[src/rtl/timer_pkg.sv]
// timer_pkg -- shared definitions for the timer_counter_n slice.
//   cks_t : prescaler select encoding (CKS_DIV1..CKS_DIV8)
//   dir_t : count direction (DIR_UP=0, DIR_DOWN=1)
//   psc_mask() : prescaler bits that must be all ones for a tick
package timer_pkg;

  typedef enum logic [1:0] {
    CKS_DIV1 = 2'b00,
    CKS_DIV2 = 2'b01,
    CKS_DIV4 = 2'b10,
    CKS_DIV8 = 2'b11
  } cks_t;

  typedef enum logic {
    DIR_UP   = 1'b0,
    DIR_DOWN = 1'b1
  } dir_t;

  // Smallest prescaler able to express the div8 ratio.
  localparam int unsigned PSC_MIN_W = 3;

  // div 2^k ticks when the low k prescaler bits are all ones; div1 has an
  // empty mask and therefore ticks every enabled cycle.
  function automatic logic [PSC_MIN_W-1:0] psc_mask(input cks_t sel);
    logic [PSC_MIN_W-1:0] m;
    m = '0;
    case (sel)
      CKS_DIV1: m = 3'b000;
      CKS_DIV2: m = 3'b001;
      CKS_DIV4: m = 3'b011;
      CKS_DIV8: m = 3'b111;
      default:  m = 3'b000;
    endcase
    return m;
  endfunction

endpackage

[src/rtl/timer_prescaler.sv]
// timer_prescaler -- free-running prescaler and count tick generator.
//   clk_in       : clock, rising edge
//   preset       : asynchronous active-high reset
//   en           : prescaler runs while high, held at 0 while low
//   load         : holds the prescaler at 0 and suppresses the tick
//   count_enable : external gate on the tick
//   cks          : divide select (see timer_pkg::cks_t)
//   tick         : combinational one-cycle count strobe
module timer_prescaler
  import timer_pkg::*;
#(
  parameter int unsigned PSC_W = 3
) (
  input  logic       clk_in,
  input  logic       preset,
  input  logic       en,
  input  logic       load,
  input  logic       count_enable,
  input  logic [1:0] cks,
  output logic       tick
);

  logic [PSC_W-1:0]     psc;
  logic [PSC_MIN_W-1:0] mask;

  always_ff @(posedge clk_in or posedge preset) begin
    if (preset) begin
      psc <= '0;
    end else if (!en || load) begin
      psc <= '0;
    end else begin
      psc <= psc + PSC_W'(1);
    end
  end

  // The prescaler keeps running across a cks change, so a new ratio takes
  // effect against the current prescaler phase rather than restarting.
  always_comb begin
    mask = psc_mask(cks_t'(cks));
    tick = count_enable & en & ~load & ((psc[PSC_MIN_W-1:0] & mask) == mask);
  end

endmodule

[src/rtl/timer_counter_n.sv]
// timer_counter_n -- up/down timer with prescaler, auto-reload, sticky
// overflow/underflow flags and an optional compare-match unit.
//
// Optional feature: define TIMER_COUNTER_N_CMP_EN to build the compare-match
// logic; without it cmp_pulse/cmp_flag are tied low and reg_cmp/cmp_clr are
// ignored.
//
// Ports:
//   clk_in       : clock, rising edge
//   preset       : asynchronous active-high reset
//   en           : timer enable
//   load         : synchronous load of reg_tdr into cnt (highest priority)
//   ud           : direction, 0 = up, 1 = down
//   count_enable : external count gate
//   cks          : prescaler select 00/01/10/11 = div1/2/4/8
//   reload_en    : reload reg_tdr on wrap instead of free wrap
//   reg_tdr      : load / reload value
//   ovf_clr      : write-1-to-clear for ovf_flag
//   udf_clr      : write-1-to-clear for udf_flag
//   reg_cmp      : compare value
//   cmp_clr      : write-1-to-clear for cmp_flag
//   cnt          : counter value
//   last_cnt     : cnt from the previous cycle
//   ovf_pulse    : one cycle, aligned with the first wrapped cnt (up)
//   udf_pulse    : one cycle, aligned with the first wrapped cnt (down)
//   ovf_flag     : sticky overflow
//   udf_flag     : sticky underflow
//   cmp_pulse    : one cycle, aligned with cnt first equal to reg_cmp
//   cmp_flag     : sticky compare match
module timer_counter_n
  import timer_pkg::*;
#(
  parameter int unsigned WIDTH = 8,
  parameter int unsigned PSC_W = 3
) (
  input  logic             clk_in,
  input  logic             preset,
  input  logic             en,
  input  logic             load,
  input  logic             ud,
  input  logic             count_enable,
  input  logic [1:0]       cks,
  input  logic             reload_en,
  input  logic [WIDTH-1:0] reg_tdr,
  input  logic             ovf_clr,
  input  logic             udf_clr,
  input  logic [WIDTH-1:0] reg_cmp,
  input  logic             cmp_clr,
  output logic [WIDTH-1:0] cnt,
  output logic [WIDTH-1:0] last_cnt,
  output logic             ovf_pulse,
  output logic             udf_pulse,
  output logic             ovf_flag,
  output logic             udf_flag,
  output logic             cmp_pulse,
  output logic             cmp_flag
);

  localparam logic [WIDTH-1:0] ONE = WIDTH'(1);

  logic             tick;
  logic [WIDTH-1:0] cnt_nx;
  logic             ovf_nx;
  logic             udf_nx;
  logic             upd;

  timer_prescaler #(
    .PSC_W (PSC_W)
  ) u_prescaler (
    .clk_in       (clk_in),
    .preset       (preset),
    .en           (en),
    .load         (load),
    .count_enable (count_enable),
    .cks          (cks),
    .tick         (tick)
  );

  // tick already carries en and ~load, so load > tick > hold falls out here.
  always_comb begin
    cnt_nx = cnt;
    ovf_nx = 1'b0;
    udf_nx = 1'b0;
    upd    = 1'b0;
    if (load) begin
      cnt_nx = reg_tdr;
      upd    = 1'b1;
    end else if (tick) begin
      upd = 1'b1;
      if (dir_t'(ud) == DIR_DOWN) begin
        if (cnt == '0) begin
          udf_nx = 1'b1;
          cnt_nx = reload_en ? reg_tdr : '1;
        end else begin
          cnt_nx = cnt - ONE;
        end
      end else begin
        if (cnt == '1) begin
          ovf_nx = 1'b1;
          cnt_nx = reload_en ? reg_tdr : '0;
        end else begin
          cnt_nx = cnt + ONE;
        end
      end
    end
  end

  always_ff @(posedge clk_in or posedge preset) begin
    if (preset) begin
      cnt       <= '0;
      last_cnt  <= '0;
      ovf_pulse <= 1'b0;
      udf_pulse <= 1'b0;
      ovf_flag  <= 1'b0;
      udf_flag  <= 1'b0;
    end else begin
      cnt       <= cnt_nx;
      last_cnt  <= cnt;
      ovf_pulse <= ovf_nx;
      udf_pulse <= udf_nx;
      // set beats a simultaneous clear
      if (ovf_nx) begin
        ovf_flag <= 1'b1;
      end else if (ovf_clr) begin
        ovf_flag <= 1'b0;
      end
      if (udf_nx) begin
        udf_flag <= 1'b1;
      end else if (udf_clr) begin
        udf_flag <= 1'b0;
      end
    end
  end

`ifdef TIMER_COUNTER_N_CMP_EN
  logic cmp_hit;

  // Match is judged on the value cnt is about to take, so the registered
  // pulse lines up with the first cycle cnt shows reg_cmp.
  assign cmp_hit = upd && (cnt_nx == reg_cmp);

  always_ff @(posedge clk_in or posedge preset) begin
    if (preset) begin
      cmp_pulse <= 1'b0;
      cmp_flag  <= 1'b0;
    end else begin
      cmp_pulse <= cmp_hit;
      if (cmp_hit) begin
        cmp_flag <= 1'b1;
      end else if (cmp_clr) begin
        cmp_flag <= 1'b0;
      end
    end
  end
`else
  // Compare inputs are deliberately left without a load; this sink keeps
  // them visibly consumed without creating any logic.
  logic unused_cmp;
  assign unused_cmp = &{1'b0, reg_cmp, cmp_clr, upd};
  assign cmp_pulse  = 1'b0;
  assign cmp_flag   = 1'b0;
`endif

endmodule

[config.mk]
export PLATFORM = sky130hd
export DESIGN_NAME = timer_counter_n
export DESIGN_NICKNAME = d
export VERILOG_FILES = /design/src/rtl/timer_pkg.sv /design/src/rtl/timer_prescaler.sv /design/src/rtl/timer_counter_n.sv
export SDC_FILE = /design/constraint.sdc
export NUM_CORES = 1
export LEC_CHECK = 0
export BUFFER_PORTS_ARGS = -buffer_cell sky130_fd_sc_hd__buf_4
export CAP_MARGIN = 20
export CORE_ASPECT_RATIO = 1.75
export CORE_MARGIN = 2
export CORE_UTILIZATION = 30
export CTS_BUF_LIST = sky130_fd_sc_hd__clkbuf_4 sky130_fd_sc_hd__clkbuf_8 sky130_fd_sc_hd__clkbuf_16
export CTS_CLUSTER_DIAMETER = 150
export DETAILED_ROUTE_END_ITERATION = 12
export GPL_TIMING_DRIVEN = 0
export SETUP_SLACK_MARGIN = 0.15
export SYNTH_ARGS = -nofsm -noshare
export SYNTH_HDL_FRONTEND = slang
export SYNTH_SLANG_ARGS = --single-unit
[constraint.sdc]
create_clock -name clk_in -period 2.72 [get_ports clk_in]
set_input_delay 0.272 -clock clk_in [delete_from_list [all_inputs] [get_ports clk_in]]
set_output_delay 0.272 -clock clk_in [all_outputs]
set_load 0.01 [all_outputs]
==> results.py, run 1 <==
metrics = {
    "clock_network": {
        "numCtsBuffers": 3,
        "clock-sinks": 23,
        "clock_latency_ns": 0.26,
        "clockBufferDepth": 2,
        "path_clk_slew_ns": 0.08,
        "htreeDepth": 1,
        "cts_tree": "done",
        "ctsHoldBuffers": 0,
        "cts.repair.resized": 0,
        "ctsRootBufferMaster": "clkbuf_8",
        "postCtsSetupBuffers": 0,
    },
    "job": {
        "drv_cap": 0,
    },
    "critical_path": {
        "critPathArrivalTime_ns": 2.48,
        "worstSetupPathType": "reg -> reg",
        "r2r-end": "cnt[3]",
        "end_kind": "flop",
        "rr_worst_depth": 8,
        "path_max_fanout": 10,
        "cp.required_ns": 2.87,
        "start_kind": "flop",
        "reg2reg_setup_slack_ns": 0.39,
        "worst_r2r_startpoint": "cnt[0]",
    },
    "timing": {
        "slew_headroom": 0.4247,
        "slew_viol_final": 0,
        "finalSetupTns_ns": 0,
        "fmax_ghz": 0.4297,
        "rsz0062_at_grt": "no",
        "clock_skew_ns": 0.001924,
        "final_hold_viol_count": 0,
        "layout_setup_ws_ns": 0.3929,
        "setup-violations-final": 0,
        "fin_crit_sh": 0.8556,
        "fin_crit_ns": 2.327,
        "tightest_slew_ns": 0.8620,
    },
    "grt": {
        "gr-total-overflow": 0,
        "grt_max_degree": 24,
        "grtUsageMet2": 0.2815,
        "grt-busiest-layer": "met2",
        "antenna_found_initial": 0,
        "met1_usage": 0.1751,
        "grt_pass1_vias": 1328,
        "grt_usage": 0.1513,
        "grt.met3_usage": 0.01192,
        "grt_pass1_wl_um": 6693,
    },
    "die": {
        "coreArea_um2": 4892,
        "initial_core_util": 0.3084,
        "num_rows": 34,
        "boundaryPins": 50,
        "design.die.area_um2": 5635,
        "die_y_um": 97.82,
        "die_x_um": 57.61,
    },
    "route": {
        "drc": 0,
        "wl_um": 4042,
        "drt_pass1_iterations": 4,
        "vias": 1396,
        "wl_per_cell_um": 15.61,
        "drt_iter0_drc": 68,
        "ant_nets": 0,
        "viasPerCell": 5.390,
    },
    "synthesis": {
        "postSynthCellCount": 164,
        "synthAdderAreaFrac": 0.03317,
        "synth-compound-area-share": 0.2214,
        "synth-seq-cells": 23,
        "synth_edf_count": 0,
        "synth_ff_type": "dfrtp_1",
        "synth_warnings": 0,
        "async_flop_share": 1.000,
        "yosys.area_share.xor_xnor": 0.03483,
        "syn_avg_cell_area_um2": 9.201,
        "ys_seq_area_frac": 0.3814,
        "synth_top_family_by_area": "simple AND/OR/NAND/NOR gates",
        "yosys.area_share.simple": 0.2231,
        "synthMuxAreaShare": 0.006633,
        "netlist_area_um2": 1509,
        "ys_types": 49,
    },
    "pwr": {
        "power.density_nw_per_um2": 493.6,
        "ir_drop_mv": 0.2204,
        "p_leak_nw": 0.8487,
    },
    "cells_and_area": {
        "final_cell_mix": "39 x buf_4, 23 x dfrtp_1, 17 x nor2_1, 10 x nand2_1, 9 x inv_1",
        "fillers": 511,
        "drive_above_1_share": 0.2927,
        "synthToLayoutAreaGrowth_pct": 25.87,
        "stdcell_count": 259,
        "diodes": 0,
        "fin_nets": 238,
        "layout_commonest_cell": "buf_4",
    },
    "placement": {
        "dp_hpwl_um": 3218,
        "portBuffers": 36,
        "gp_congestion": 0.9435,
        "placed_cells": 255,
        "preCtsSetupSlack_ns": 0.4314,
    },
    "hold_path": {
        "worstHoldPathType": "in -> async",
    },
    "status": {
        "status": "complete, no violations",
    },
}
[cells by family (layout without fill, tap and decap cells)]
group,Yosys count,after routing
AO/OA/AOI/OAI,44,44
XOR/XNOR,6,6
adder cells (fa/ha/maj),4,4
buffers and inverters,23,63
flip-flops,23,23
multiplexers,1,1
other,1,2
AND/OR/NAND/NOR,62,62
[worst max-delay path, cell delays in order (launching register included)]
cell and delay [ns]:
dfrtp_1 0.41, clkbuf_1 0.25, inv_1 0.15, ha_1 0.20, or2b_1 0.29, nor3_4 0.29
mux2i_1 0.27, a221oi_2 0.09, a221o_1 0.26
[where the power goes]
part           internal (mW)  switching [mW]  leakage [nW]
combinational          0.142           0.173         0.544
sequential             0.375          0.0236         0.279
clock                  0.115           0.109        0.0262
[how the worst max path moves through the flow]
stage	startpoint	to	slack (ns)	depth (start not counted)
finish	cnt[0]	cnt[3]	0.39	8
global placement	cnt[0]	cnt[3]	0.48	8
global route	cnt[0]	cnt[3]	0.21	8
detailed placement	cnt[0]	cnt[3]	0.43	8
floorplan	cnt[0]	cnt[3]	0.68	8
CTS	cnt[0]	cnt[3]	0.41	8
[flip-flops by register name, indices dropped and copies added (netlist names)]
signal	flops
cnt	8
last_cnt	8
ovf_flag	1
ovf_pulse	1
u_prescaler.psc	3
udf_flag	1
udf_pulse	1
[through the flow]
stage | hold WS, ns | total power, mW | utilization | cell area (um2)
after floorplan | 0.2739 | 0.6022 | - | 1513
after global placement | 0.3906 | 0.7186 | 0.3783 | 1851
after detailed placement | 0.3904 | 0.7218 | 0.3783 | 1851
after CTS | 0.1838 | 0.9459 | 0.3882 | 1899
after global routing | 0.1904 | 0.9978 | 0.3882 | 1899
final | 0.1815 | 0.9375 | 0.3882 | 1899
[final cells by class]
type | count | area [um2] | area share
timing repair buffer | 36 | 270.3 | 0.1423
inverter | 9 | 33.78 | 0.01779
tap | 54 | 67.56 | 0.03557
clock buffer | 4 | 48.80 | 0.02569
sequential | 23 | 575.6 | 0.3030
multi-input combinational | 119 | 790.8 | 0.4163
buffer | 14 | 112.6 | 0.05929
[metal layers]
metal | vias up | share of wire | routed length (um)
li1 | 677 | - | -
met1 | 685 | 0.38 | 1528
met2 | 27 | 0.58 | 2340
met3 | 7 | 0.024 | 97
met4 | 0 | 0.019 | 76
met5 | - | 0 | 0
[synthesized netlist by cell type, types with 2 or more instances]
cell type  count  share of area
dfrtp_1       23           0.38
nor2_1        17          0.042
nand2_1       10          0.025
inv_1          9          0.022
a21oi_1        6          0.020
a31oi_1        6          0.025
buf_6          5          0.037
nand3_1        5          0.017
o21ai_0        5          0.017
clkbuf_1       4         0.0099
ha_1           4          0.033
nor3_1         4          0.013
o22ai_1        4          0.017
xnor2_1        4          0.023
a311oi_1       3          0.017
and3_1         3          0.012
buf_4          3          0.015
nand2b_1       3          0.012
nand3b_1       3          0.015
nand4_1        3          0.012
nor4_1         3          0.012
o41ai_1        3          0.017
a21boi_2       2          0.015
a21o_1         2         0.0099
a221o_1        2          0.013
nor2b_1        2         0.0083
o211ai_1       2         0.0099
or2_2          2         0.0083
xor2_1         2          0.012
(Power assumes the default switching activity.)
==> run 2: changes to the inputs <==
CORE_UTILIZATION = 54   (was 30)
PLACE_DENSITY = 0.85   (was not set)
SYNTH_HIERARCHICAL = 1   (was not set)
clock period = 2.7 ns   (was 2.72 ns; I/O delays follow)
==> run 2 against run 1 <==
Largest cell class unchanged. Synthesized area is 0.25% lower. Clock power is 3% lower. Maximum frequency is 2.3% lower. Critical path type unchanged. Sequential power hardly changed. Utilization is 32 points higher.
==> results.py, run 2 <==
metrics = {
    "pwr": {
        "ir_drop_mv": 0.3729,
        "power.density_nw_per_um2": 466.1,
        "p_leak_nw": 0.9544,
    },
    "route": {
        "vias": 1521,
        "drt_iter0_drc": 75,
        "wl_um": 4120,
        "ant_nets": 0,
        "wl_per_cell_um": 16.41,
        "drc": 0,
        "drt_pass1_iterations": 5,
        "viasPerCell": 6.060,
    },
    "synthesis": {
        "postSynthCellCount": 179,
        "synth.most_common_cell": "dfrtp_1",
        "synth_area_leaders": "dfrtp_1 38%, a21oi_1 4.7%, nand2_1 4.2%, nor2_1 4.2%, ha_1 3.3%",
        "syn_avg_cell_area_um2": 8.409,
        "synth_top_area_frac": 0.3824,
        "yosysTopAreaCell": "dfrtp_1",
        "synth_ff_type": "dfrtp_1",
        "ys_types": 45,
        "netlist_area_um2": 1505,
        "ys_seq_area_frac": 0.3824,
        "synth_top_cells_by_count": "23 x dfrtp_1, 17 x nand2_1, 17 x nor2_1",
        "async_flop_share": 1.000,
        "synth_edf_count": 0,
        "synth-seq-cells": 23,
        "synth_warnings": 6,
    },
    "status": {
        "status": "complete, no violations",
    },
    "die": {
        "die_y_um": 73.84,
        "initial_core_util": 0.5595,
        "num_rows": 25,
        "coreArea_um2": 2690,
        "die_x_um": 43.91,
        "boundaryPins": 50,
        "design.die.area_um2": 3242,
    },
    "placement": {
        "portBuffers": 37,
        "placedInstanceArea_um2": 1821,
        "preCtsSetupSlack_ns": 0.3129,
        "gp_congestion": 0.9059,
        "placed_cells": 244,
        "dp_hpwl_um": 3203,
    },
    "timing": {
        "slew_headroom": 0.5060,
        "fin_crit_ns": 2.381,
        "setup-violations-final": 0,
        "tightest_slew_ns": 0.7401,
        "rsz0062_at_grt": "no",
        "final_hold_viol_count": 0,
        "finalSetupTns_ns": 0,
        "layout_setup_ws_ns": 0.3188,
        "clock_skew_ns": 0.005401,
        "fin_crit_sh": 0.8819,
        "fmax_ghz": 0.4200,
        "slew_viol_final": 0,
    },
    "cells_and_area": {
        "stdcell_count": 251,
        "fin_nets": 257,
        "final_cell_mix": "41 x buf_4, 23 x dfrtp_1, 17 x nand2_1, 17 x nor2_1, 14 x a21oi_1",
        "final_util": 0.7033,
        "multi_input_area_um2": 818.3,
        "drive_above_1_share": 0.2589,
        "synthToLayoutAreaGrowth_pct": 25.69,
        "fin_area_um2": 1892,
        "fillers": 222,
        "layout_commonest_cell": "buf_4",
        "ff_latch_area_um2": 575.6,
        "diodes": 0,
        "top_regs": "cnt: 8 flops, last_cnt: 8 flops, u_prescaler/psc: 3 flops",
    },
    "clock_network": {
        "htreeDepth": 1,
        "ctsRootBufferMaster": "clkbuf_8",
        "cts.repair.resized": 0,
        "clock-sinks": 23,
        "cts_tree": "done",
        "path_clk_slew_ns": 0.08,
        "numCtsBuffers": 3,
        "clock_latency_ns": 0.27,
        "clockBufferDepth": 2,
    },
    "grt": {
        "gr-total-overflow": 0,
        "grt_max_degree": 21,
        "antenna_found_initial": 0,
        "grt_pass1_wl_um": 6824,
        "grt_usage": 0.2796,
        "grt_pass1_vias": 1465,
    },
    "critical_path": {
        "worstSetupPathType": "reg -> reg",
        "cp_cell_sequence": "clkbuf_1, inv_1, ha_1, nor4b_4, buf_4, buf_4, o211a_1, o211a_1, a21oi_1, o21ai_1",
        "start_kind": "flop",
        "critPathArrivalTime_ns": 2.53,
        "cpPeakStageDelay_ns": 0.39,
        "end_kind": "flop",
        "cp.required_ns": 2.85,
        "path_max_fanout": 9,
        "slowest_stage": "dfrtp_1",
    },
    "job": {
        "drv_cap": 0,
    },
    "hold_path": {
        "worstHoldPathType": "in -> reg",
    },
}
-- run 2: cell count changes after synthesis, moves of 4 or more --
cell and change:
buf_2 +4, buf_6 -5, or3_1 +4, nand3_1 +4
nand2_1 +7, a21oi_1 +8
-- run 2: logic make-up after synthesis --
group / count (synthesis) / share of synthesized area
adder cells (fa/ha/maj): 4 / 0.03325
multiplexers: 2 / 0.01413
flip-flops: 23 / 0.3824
other: 1 / 0.002491
AND/OR/NAND/NOR: 71 / 0.2494
AO/OA/AOI/OAI: 47 / 0.2186
buffers and inverters: 27 / 0.07647
XOR/XNOR: 4 / 0.02328
-- run 2: worst paths after layout --
kind                             from                 end  slack (ns)  cells past startpoint
max                            cnt[0]              cnt[4]        0.32                     10
min                        reg_tdr[3]              cnt[3]        0.25                      3
max reg2reg                    cnt[0]              cnt[4]        0.32                     10
min reg2reg                    cnt[3]         last_cnt[3]        0.41                      0
max in group asynchronous      preset            ovf_flag        1.54                      3
min in group asynchronous      preset  u_prescaler/psc[0]        0.43                      3
-- run 2: area by class of cell --
type / count / area share
buffer: 14 / 0.03505
sequential: 23 / 0.3042
clock buffer: 3 / 0.02183
timing repair buffer: 40 / 0.1601
multi-input combinational: 130 / 0.4325
tap: 27 / 0.01786
clock inverter: 1 / 0.002646
inverter: 13 / 0.02579
-- run 2: through the flow --
stage	power, mW	hold slack, ns
finish	0.8817	0.2450
CTS	0.8792	0.2493
floorplan	0.5601	0.02364
global route	0.9283	0.2521
global placement	0.6600	0.1555
detailed placement	0.6683	0.1610
-- run 2: layer usage --
layer / GRT usage / wire length [um]
met1: 0.3173 / 1504
met2: 0.5033 / 2204
met3: 0.03440 / 300
met4: 0.1246 / 110
met5: 0 / 0
-- run 2: what timing repair did --
item / in CTS / in global routing
hold endpoints to repair: 3 / 0
setup endpoints to repair: 0 / 2
hold buffers: 1 / 0
buffers inserted: 0 / 2
-- run 2: worst max-delay path: cells and delay by family, from the launching register on --
kind,cells,cell delay [ns]
DFF,1,0.39
buffers and inverters,4,0.83
and+or+nand+nor,1,0.14
adders and majority gates,1,0.27
AOI/OAI and AO/OA,4,0.62
-- run 2: where the power goes --
part | total (mW) | switching [mW] | internal (mW)
clock | 0.216 | 0.113 | 0.103
combinational | 0.266 | 0.149 | 0.118
sequential | 0.400 | 0.0261 | 0.373
total | 0.882 | 0.287 | 0.594
